--- config.mk ---
export PLATFORM = sky130hd
export DESIGN_NAME = master_game_sm_flat
export DESIGN_NICKNAME = d
export VERILOG_FILES = /design/src/rtl/master_game_sm_if.sv /design/src/rtl/master_game_sm.sv /design/src/flat_wrapper.sv
export SDC_FILE = /design/constraint.sdc
export NUM_CORES = 1
export LEC_CHECK = 0
export BUFFER_PORTS_ARGS = -buffer_cell sky130_fd_sc_hd__buf_2
export CAP_MARGIN = 25
export CORE_MARGIN = 4
export CORE_UTILIZATION = 49
export DETAILED_ROUTE_END_ITERATION = 12
export GPL_ROUTABILITY_DRIVEN = 0
export PLACE_DENSITY = 0.64
export SYNTH_ARGS = -nofsm -noshare
export SYNTH_HDL_FRONTEND = slang
export SYNTH_SLANG_ARGS = --single-unit
--- constraint.sdc ---
create_clock -name CLK -period 3.4 [get_ports CLK]
set_input_delay 0 -clock CLK [delete_from_list [all_inputs] [get_ports CLK]]
set_output_delay 0 -clock CLK [all_outputs]
set_load 0.01 [all_outputs]
--- src/rtl/master_game_sm_if.sv ---
// Game-controller bus: buttons and maze status in, master state, timer and LEDs out.
interface master_game_sm_if;
    logic       BTNU;
    logic       BTND;
    logic [3:0] MAZE_STATE_IN;
    logic [1:0] MASTER_STATE;
    logic       SUB_RESET;
    logic [7:0] TIME_LEFT;
    logic       WIN_LED;
    logic       LOSE_LED;

    modport master (
        output BTNU, BTND, MAZE_STATE_IN,
        input  MASTER_STATE, SUB_RESET, TIME_LEFT, WIN_LED, LOSE_LED
    );

    modport slave (
        input  BTNU, BTND, MAZE_STATE_IN,
        output MASTER_STATE, SUB_RESET, TIME_LEFT, WIN_LED, LOSE_LED
    );
endinterface

--- src/rtl/master_game_sm.sv ---
// Top-level game controller: IDLE/PLAY/WIN/LOSE sequencing, countdown timer,
// maze sub-FSM clear pulse and result LEDs, all outputs registered.
module master_game_sm #(
    parameter int unsigned TICK_CYCLES = 100_000_000,
    parameter int unsigned TIME_LIMIT  = 60,
    parameter int unsigned WIN_HOLD    = 5
) (
    input  logic              CLK,
    input  logic              RESET,
    master_game_sm_if.slave   bus
);

    typedef enum logic [1:0] {
        IDLE = 2'b00,
        PLAY = 2'b01,
        WIN  = 2'b10,
        LOSE = 2'b11
    } state_t;

    localparam int unsigned HOLD_CYCLES = WIN_HOLD * TICK_CYCLES;
    localparam int          TICK_W      = $clog2(TICK_CYCLES);
    localparam int          HOLD_W      = $clog2(HOLD_CYCLES);
    localparam logic [TICK_W-1:0] TICK_LAST = TICK_W'(TICK_CYCLES - 1);
    localparam logic [HOLD_W-1:0] HOLD_LAST = HOLD_W'(HOLD_CYCLES - 1);
    localparam logic [7:0]        TL_INIT   = 8'(TIME_LIMIT);

    state_t            r_state;
    logic [TICK_W-1:0] r_tick;
    logic [HOLD_W-1:0] r_hold;
    logic [7:0]        r_time_left;
    logic              r_sub_reset;
    logic              r_win_led;
    logic              r_lose_led;
    logic              r_btnu_q;
    logic              r_btnd_q;

    logic w_btnu_rise;
    logic w_btnd_rise;
    logic w_tick_done;
    logic w_maze_done;

    assign w_btnu_rise = bus.BTNU & ~r_btnu_q;
    assign w_btnd_rise = bus.BTND & ~r_btnd_q;
    assign w_tick_done = (r_tick == TICK_LAST);
    assign w_maze_done = (bus.MAZE_STATE_IN == 4'hF);

    assign bus.MASTER_STATE = r_state;
    assign bus.SUB_RESET    = r_sub_reset;
    assign bus.TIME_LEFT    = r_time_left;
    assign bus.WIN_LED      = r_win_led;
    assign bus.LOSE_LED     = r_lose_led;

    // NOTE: every register here uses <= so all of them update from the same
    // pre-edge values; a blocking = would let later lines see half-updated state.
    always_ff @(posedge CLK or negedge RESET) begin
        if (!RESET) begin
            r_state     <= IDLE;
            r_tick      <= '0;
            r_hold      <= '0;
            r_time_left <= TL_INIT;
            r_sub_reset <= 1'b0;
            r_win_led   <= 1'b0;
            r_lose_led  <= 1'b0;
            r_btnu_q    <= 1'b0;
            r_btnd_q    <= 1'b0;
        end else begin
            r_btnu_q    <= bus.BTNU;
            r_btnd_q    <= bus.BTND;
            r_sub_reset <= 1'b0;

            case (r_state)
                IDLE: begin
                    r_time_left <= TL_INIT;
                    r_tick      <= '0;
                    if (w_btnu_rise) begin
                        r_state     <= PLAY;
                        r_sub_reset <= 1'b1;
                    end
                end

                PLAY: begin
                    r_tick <= w_tick_done ? '0 : r_tick + TICK_W'(1);
                    // The maze may still report its finished code from the previous game
                    // during the clear cycle, so the win check waits one cycle.
                    if (!r_sub_reset && w_maze_done) begin
                        r_state   <= WIN;
                        r_win_led <= 1'b1;
                        r_hold    <= '0;
                    end else if (w_btnd_rise) begin
                        r_state     <= IDLE;
                        r_time_left <= TL_INIT;
                    end else if (w_tick_done) begin
                        if (r_time_left == 8'd1) begin
                            r_time_left <= 8'd0;
                            r_state     <= LOSE;
                            r_lose_led  <= 1'b1;
                        end else if (r_time_left != 8'd0) begin
                            r_time_left <= r_time_left - 8'd1;
                        end
                    end
                end

                WIN: begin
                    if (r_hold == HOLD_LAST) begin
                        r_state     <= IDLE;
                        r_win_led   <= 1'b0;
                        r_time_left <= TL_INIT;
                        r_hold      <= '0;
                    end else begin
                        r_hold <= r_hold + HOLD_W'(1);
                    end
                end

                LOSE: begin
                    r_time_left <= 8'd0;
                    if (w_btnu_rise) begin
                        r_state     <= IDLE;
                        r_lose_led  <= 1'b0;
                        r_time_left <= TL_INIT;
                    end
                end

                default: r_state <= IDLE;
            endcase
        end
    end

endmodule

--- src/flat_wrapper.sv ---
// flat-port wrapper written by rule: the top's interface ports become plain ports
module master_game_sm_flat 
#(
    parameter int unsigned TICK_CYCLES = 100_000_000,
    parameter int unsigned TIME_LIMIT  = 60,
    parameter int unsigned WIN_HOLD    = 5
)
  (CLK, RESET, bus_BTNU, bus_BTND, bus_MAZE_STATE_IN, bus_MASTER_STATE, bus_SUB_RESET, bus_TIME_LEFT, bus_WIN_LED, bus_LOSE_LED);
  master_game_sm_if bus_i ();
  input  logic CLK;
  input  logic RESET;
  input wire logic [$bits(bus_i.BTNU)-1:0] bus_BTNU;
  input wire logic [$bits(bus_i.BTND)-1:0] bus_BTND;
  input wire logic [$bits(bus_i.MAZE_STATE_IN)-1:0] bus_MAZE_STATE_IN;
  output wire logic [$bits(bus_i.MASTER_STATE)-1:0] bus_MASTER_STATE;
  output wire logic [$bits(bus_i.SUB_RESET)-1:0] bus_SUB_RESET;
  output wire logic [$bits(bus_i.TIME_LEFT)-1:0] bus_TIME_LEFT;
  output wire logic [$bits(bus_i.WIN_LED)-1:0] bus_WIN_LED;
  output wire logic [$bits(bus_i.LOSE_LED)-1:0] bus_LOSE_LED;
  assign bus_i.BTNU = bus_BTNU;
  assign bus_i.BTND = bus_BTND;
  assign bus_i.MAZE_STATE_IN = bus_MAZE_STATE_IN;
  assign bus_MASTER_STATE = bus_i.MASTER_STATE;
  assign bus_SUB_RESET = bus_i.SUB_RESET;
  assign bus_TIME_LEFT = bus_i.TIME_LEFT;
  assign bus_WIN_LED = bus_i.WIN_LED;
  assign bus_LOSE_LED = bus_i.LOSE_LED;
  master_game_sm #(.TICK_CYCLES(TICK_CYCLES), .TIME_LIMIT(TIME_LIMIT), .WIN_HOLD(WIN_HOLD)) u_core (.CLK(CLK), .RESET(RESET), .bus(bus_i));
endmodule
-- Word level (Yosys, flattened, before mapping)
Cells that the tools add are included.
W data, S select, Z words.
- register bits after elaboration: 71
- logic and storage cells: 79
- reduce and logical (&&, ||, !) cells: 12
- multiplexer cells: 32
- equal/unequal tests: 19
- $add $sub $neg: 3
- bitwise operators: 4
- operators by type and width (cell ; count):
    $mux W29 ; 2
    $pmux W29 S2 ; 1
    $pmux W27 S2 ; 1
    $mux W8 ; 6
    $pmux W8 S4 ; 1
    $add A29 B1 Y29 const B ; 1
    $eq A29 B29 Y1 const B ; 1
    $add A27 B1 Y27 const B ; 1
    $eq A27 B27 Y1 const B ; 1
    $mux W27 ; 1
    $mux W2 ; 7
    $ne A2 B1 Y1 const B ; 6
    $ne A4 B1 Y1 const B ; 3
    $mux W1 ; 9
    $eq A8 B1 Y1 const B ; 1
    $pmux W2 S4 ; 1
    $reduce_bool A8 Y1 ; 1
    $sub A8 B1 Y8 const B ; 1
    $mux W6 ; 1
    $reduce_and A6 Y1 ; 1
    $reduce_bool A2 Y1 ; 3
    $reduce_and A5 Y1 ; 1
    $eq A2 B2 Y1 const B ; 2
    $eq A4 B4 Y1 const B ; 1
    12 further kinds ; 16

-- Depth between registers and ports, before layout
- depth after elaboration: 7
- depth in mapped cells: 8
- mapped depth without buffers: 7

-- Worst setup path before layout
OpenSTA, ideal clock, no wires.
- path kind: flip-flop to flip-flop
- start: reg u_core.r_tick[0]
- end: reg u_core.r_state[1] (netlist: u_core.bus.MASTER_STATE[1])
- stages on the path, launching flop included: 7
- clock period less this slack: 2.344 ns
- buffers on the path: 0
- setup slack: 1.056 ns
- data arrival time: 2.216 ns
- cells stage by stage: dfrtp_1 -> ha_1 -> nand4_2 -> or3_1 -> or4_4 -> a311oi_2 -> mux2_1
- longest elaborated chain between the ends: 3
- ends and longest elaborated chain (what ; RTL line ; text):
    from (decl) ; master_game_sm.sv:28 ; logic [TICK_W-1:0] r_tick;
    from (signal assigned) ; master_game_sm.sv:82 ; r_tick <= w_tick_done ? '0 : r_tick + TICK_W'(1);
    $eq A27 B27 Y1 ; master_game_sm.sv:44 ; assign w_tick_done = (r_tick == TICK_LAST);
    $ne A4 B1 Y1 (no line) ; -- ;
    $reduce_and A5 Y1 (no line) ; -- ;
    to (signal assigned) ; master_game_sm.sv:57 ; r_state <= IDLE;
    to (signal assigned) ; master_game_sm.sv:76 ; r_state <= PLAY;
    to (signal assigned) ; master_game_sm.sv:86 ; r_state <= WIN;
    to (decl) ; master_game_sm.sv:27 ; state_t r_state;
No other way between the ends.
A chain may end at the register's enable or synchronous reset.

-- Worst setup path after layout
- start: reg u_core.r_state[1] (netlist: u_core.bus.MASTER_STATE[1])
- end: reg u_core.r_time_left[0] (netlist: u_core.bus.TIME_LEFT[0])
- longest elaborated chain between the ends: 3
- ends and longest elaborated chain (what ; RTL line ; text):
    $eq A2 B1 Y1 / $eq A2 B2 Y1 (equally long branches) ; master_game_sm.sv:71 ; case (r_state)
    $ne A4 B1 Y1 (no line) (tied with other cells) ; -- ;
    $reduce_and A4 Y1 (no line) ; -- ;
    to (signal assigned) ; master_game_sm.sv:98 ; r_time_left <= r_time_left - 8'd1;
    to (decl) ; master_game_sm.sv:30 ; logic [7:0] r_time_left;
Several ways; a longest one is shown, not always the timed one.

==> impl_results.rst <==
.. list-table::
   :header-rows: 1

   * - Metric
     - Value
   * - Result of the run
     - finished clean
   * - Transition time of the tightest slew-check pin
     - 863 ps
   * - Maximum level of the CTS H-tree
     - 3
   * - I/O pin cnt
     - 21
   * - Dominant cell type by area after synthesis
     - sky130_fd_sc_hd__dfrtp_1
   * - Final Non-Filler Cells
     - 602
   * - Number of enable-type register cells in the synthesized netlist
     - 0
   * - Maximum number of pins on one net before global-route repair
     - 46
   * - Ratio of cells with drive above 1 in the final layout
     - 0.137
   * - Remaining global-route overflow
     - 0
   * - Total nets after synthesis
     - 488
   * - Die Span X
     - 101 um
   * - Arrival time of data at the critical path endpoint
     - around 3000 ps
   * - Vias post-DR
     - 3,704
   * - Most used cell, CP
     - sky130_fd_sc_hd__inv_1
   * - Total of endpoints with negative setup slack in the final report
     - 0
   * - Largest vdd supply drop
     - around 250 uV
   * - Worst path cell trace
     - inv_1, ha_1, inv_1, o32ai_1, or3_1, mux2_2
   * - Power Dens Cells
     - 619 mW/mm^2
   * - Post-Synthesis Cells
     - 470
   * - Starting density of the core
     - 0.511
   * - Sequential-to-total area share from yosys stat
     - 0.420
   * - First-pass GRT wire length
     - between 15 and 20 mm
   * - Antenna diodes
     - 0
   * - Fill cell count
     - approximately 740
   * - Number of gates given a new drive strength after cts
     - 0
   * - Storage element area
     - 0.00178 mm^2
   * - Clock-pin slew reported for the worst setup and hold paths after clock tree synthesis
     - 70 ps
   * - Overall global routing resource usage
     - 0.204
   * - Sort of element at the start of the critical path
     - flop
   * - HPWL after detailed placement
     - 6.71 mm
   * - Layout Area Growth over Synthesis
     - 11.3%
   * - Leakage Power
     - around 2.0 nW
   * - Cts bufs inserted
     - 9
   * - Clk sinks
     - 71
   * - Instance count after placement with tap cells included
     - 583
   * - Slowest stage cell on the critical path
     - sky130_fd_sc_hd__o32ai_1
   * - Synthesized cell area
     - 0.00424 mm^2
   * - Vias in the first global route
     - 3,482
   * - Maximum root-to-sink buffer count
     - 2
   * - Slowest Stage Delay on Critical Path
     - 490 ps
   * - Most common cell after layout, fill and taps aside
     - sky130_fd_sc_hd__dfrtp_1
   * - Clock tree from TritonCTS
     - done
   * - Port-buffer cells
     - 20
   * - Initial antenna violation count
     - 0
   * - Slew margin rel.
     - 0.423
   * - Max cap viols
     - 0
   * - Critical path required time
     - 3620 ps
   * - Wirelength per Cell
     - 16.1 um
   * - Standard-cell rows
     - 33
   * - Flip-flop and latch count after synthesis
     - 71
   * - Number of different library cells in the post-synthesis netlist
     - 61
   * - Final number of hold-violating endpoints
     - 0
   * - Clock skew
     - between 10 and 15 ps
   * - Die footprint
     - 0.0102 mm^2
   * - Total Wirelength
     - 9.68 mm
   * - Library cell used as clock root buffer
     - sky130_fd_sc_hd__clkbuf_8
   * - Type of the worst setup path
     - flop to flop
   * - Per-cell via count in the routed design
     - 6.15
   * - Largest driver fanout on the critical path
     - 15
   * - Commonest non-fill, non-tap cells in the layout
     - sky130_fd_sc_hd__dfrtp_1, sky130_fd_sc_hd__nand2_1, sky130_fd_sc_hd__nor2_1, sky130_fd_sc_hd__nand3_1, sky130_fd_sc_hd__o21ai_0
   * - Largest cells by area after synthesis
     - sky130_fd_sc_hd__dfrtp_1, sky130_fd_sc_hd__nand3_1, sky130_fd_sc_hd__nand2_1, sky130_fd_sc_hd__nor2_1, sky130_fd_sc_hd__mux2i_1
   * - Clock network latency to the later pin of the worst-skew pair
     - 340 ps
   * - Detailed Routing Iterations Pass 1
     - 5
   * - Period Utilization, post-route
     - 0.795
   * - DR DRC count
     - 0
   * - Time the final worst path needs with I/O delays and setup
     - ~2700 ps
   * - Warning count from the yosys run
     - 0
   * - Share of flip-flops with an asynchronous set or reset
     - 1.00
   * - Post-CTS Setup Repair Bufs
     - 0
   * - Unrepaired setup endpoints after global routing
     - false
   * - Achievable clock frequency
     - 370 MHz
   * - Mean cell area of the mapped netlist
     - 9.02 um^2
   * - Final ANT Viol Nets
     - 0
   * - Final #Nets
     - 510
   * - Area share of the leading cell type in the synthesized netlist
     - 0.396
   * - Fin. max-slew vios
     - 0
   * - Footprint of the multi-input gates
     - 0.00234 mm^2
   * - Chip height
     - 101 um
   * - Crit path capture type
     - flop
   * - Path type of the worst min-delay path
     - input pin to async pin
   * - Flip-flop cell with the highest count after synthesis
     - sky130_fd_sc_hd__dfrtp_1
   * - Floorplan Core Area
     - about 0.0083 mm^2
   * - Iteration-0 DRC count of the detailed router
     - 237
   * - Total negative setup slack
     - 0 ps
-- cell families (layout without fill, tap and decap cells) --
kind of cell / after synthesis / after routing / synth area share
flip-flops: 71 / 71 / 0.420
AND/OR/NAND/NOR: 217 / 217 / 0.278
adder cells (fa/ha/maj): 10 / 10 / 0.0295
multiplexers: 16 / 16 / 0.0384
buffers and inverters: 34 / 61 / 0.0319
XOR/XNOR: 13 / 13 / 0.0269
AO/OA/AOI/OAI: 109 / 109 / 0.175
-- worst max-delay path: cells and delay by family (launching register included) --
kind	cells	cell delay, ps
mux	1	370
simple gates	1	370
flops	1	420
compound gates	1	490
buf+inv	2	460
fa+ha+maj	1	480
-- registers in the layout (all words and copies together), names as in the netlist --
signal / flops
u_core.bus.WIN_LED: 1
u_core.r_tick: 27
u_core.r_btnd_q: 1
u_core.bus.TIME_LEFT: 8
u_core.bus.LOSE_LED: 1
u_core.bus.MASTER_STATE: 2
u_core.r_hold: 29
u_core.bus.SUB_RESET: 1
u_core.r_btnu_q: 1
-- through the flow --
step                      cell area, um^2   util  hold WS, ps  setup WS (ps)  power, mW
final                                4720  0.568          205            698       2.92
after global routing                 4720  0.568          185            444       3.15
after CTS                            4720  0.568          178            733       2.94
after detailed placement             4480  0.539         47.4            752       2.20
after global placement               4480  0.539         45.4            810       2.19
after floorplan                      4240      -         -296           1060       1.88
-- cells in the mapped netlist, drive strengths merged, types with 4 or more instances --
cell type,instances
a21oi,24
inv,11
nor2,39
a22o,10
nor2b,5
o21a,5
clkbuf,20
and4,10
a21o,11
nor4,12
nand4,22
and3,7
a31oi,8
xnor2,8
dfstp,4
nand2,43
nand3,34
nand2b,6
a31o,4
o21ai,24
dfrtp,67
xor2,5
o41ai,5
nor3,17
ha,10
mux2i,14
-- what timing repair did --
action                     4_1_cts  5_1_grt
hold endpoints to repair        27        0
setup endpoints to repair        0        0
hold buffers                     3        0
-- report_power, final --
group / internal (mW) / switching [mW] / leakage (nW)
combinational: 0.429 / 0.700 / 0.932
clock: 0.408 / 0.316 / 0.109
sequential: 0.955 / 0.113 / 0.952
-- per-layer routing --
| metal | global-route usage | up-vias | wire length [um] |
|---|---|---|---|
| li1 | - | 1808 | - |
| met2 | 0.304 | 96 | 4330 |
| met1 | 0.306 | 1791 | 4780 |
| met5 | 0 | - | 0 |
| met4 | 0.0644 | 0 | 99 |
| met3 | 0.0298 | 9 | 468 |
-- path summary, 6_finish.rpt --
check / start / to / slack (ps) / depth (start not counted)
hold reg to reg: u_core.r_tick[24] / u_core.r_tick[24] / 490 / 1
setup / recovery: u_core.bus.MASTER_STATE[1] / u_core.bus.TIME_LEFT[0] / 700 / 6
max in group asynchronous: RESET / u_core.r_hold[16] / 2180 / 3
hold / removal: RESET / u_core.bus.TIME_LEFT[7] / 210 / 2
setup reg to reg: u_core.bus.MASTER_STATE[1] / u_core.bus.TIME_LEFT[0] / 700 / 6
min in group CLK: bus_MAZE_STATE_IN[0] / u_core.r_hold[27] / 210 / 3
-- area by class of cell --
cell class              instances  area share
well taps                     105      0.0279
repair buffers                 34      0.0451
multi-input cells             365       0.496
flip-flops and latches         71       0.378
inverters                      11     0.00875
clock inverters                 7      0.0186
clock buffers                   9      0.0263
(Power assumes the default switching activity.)
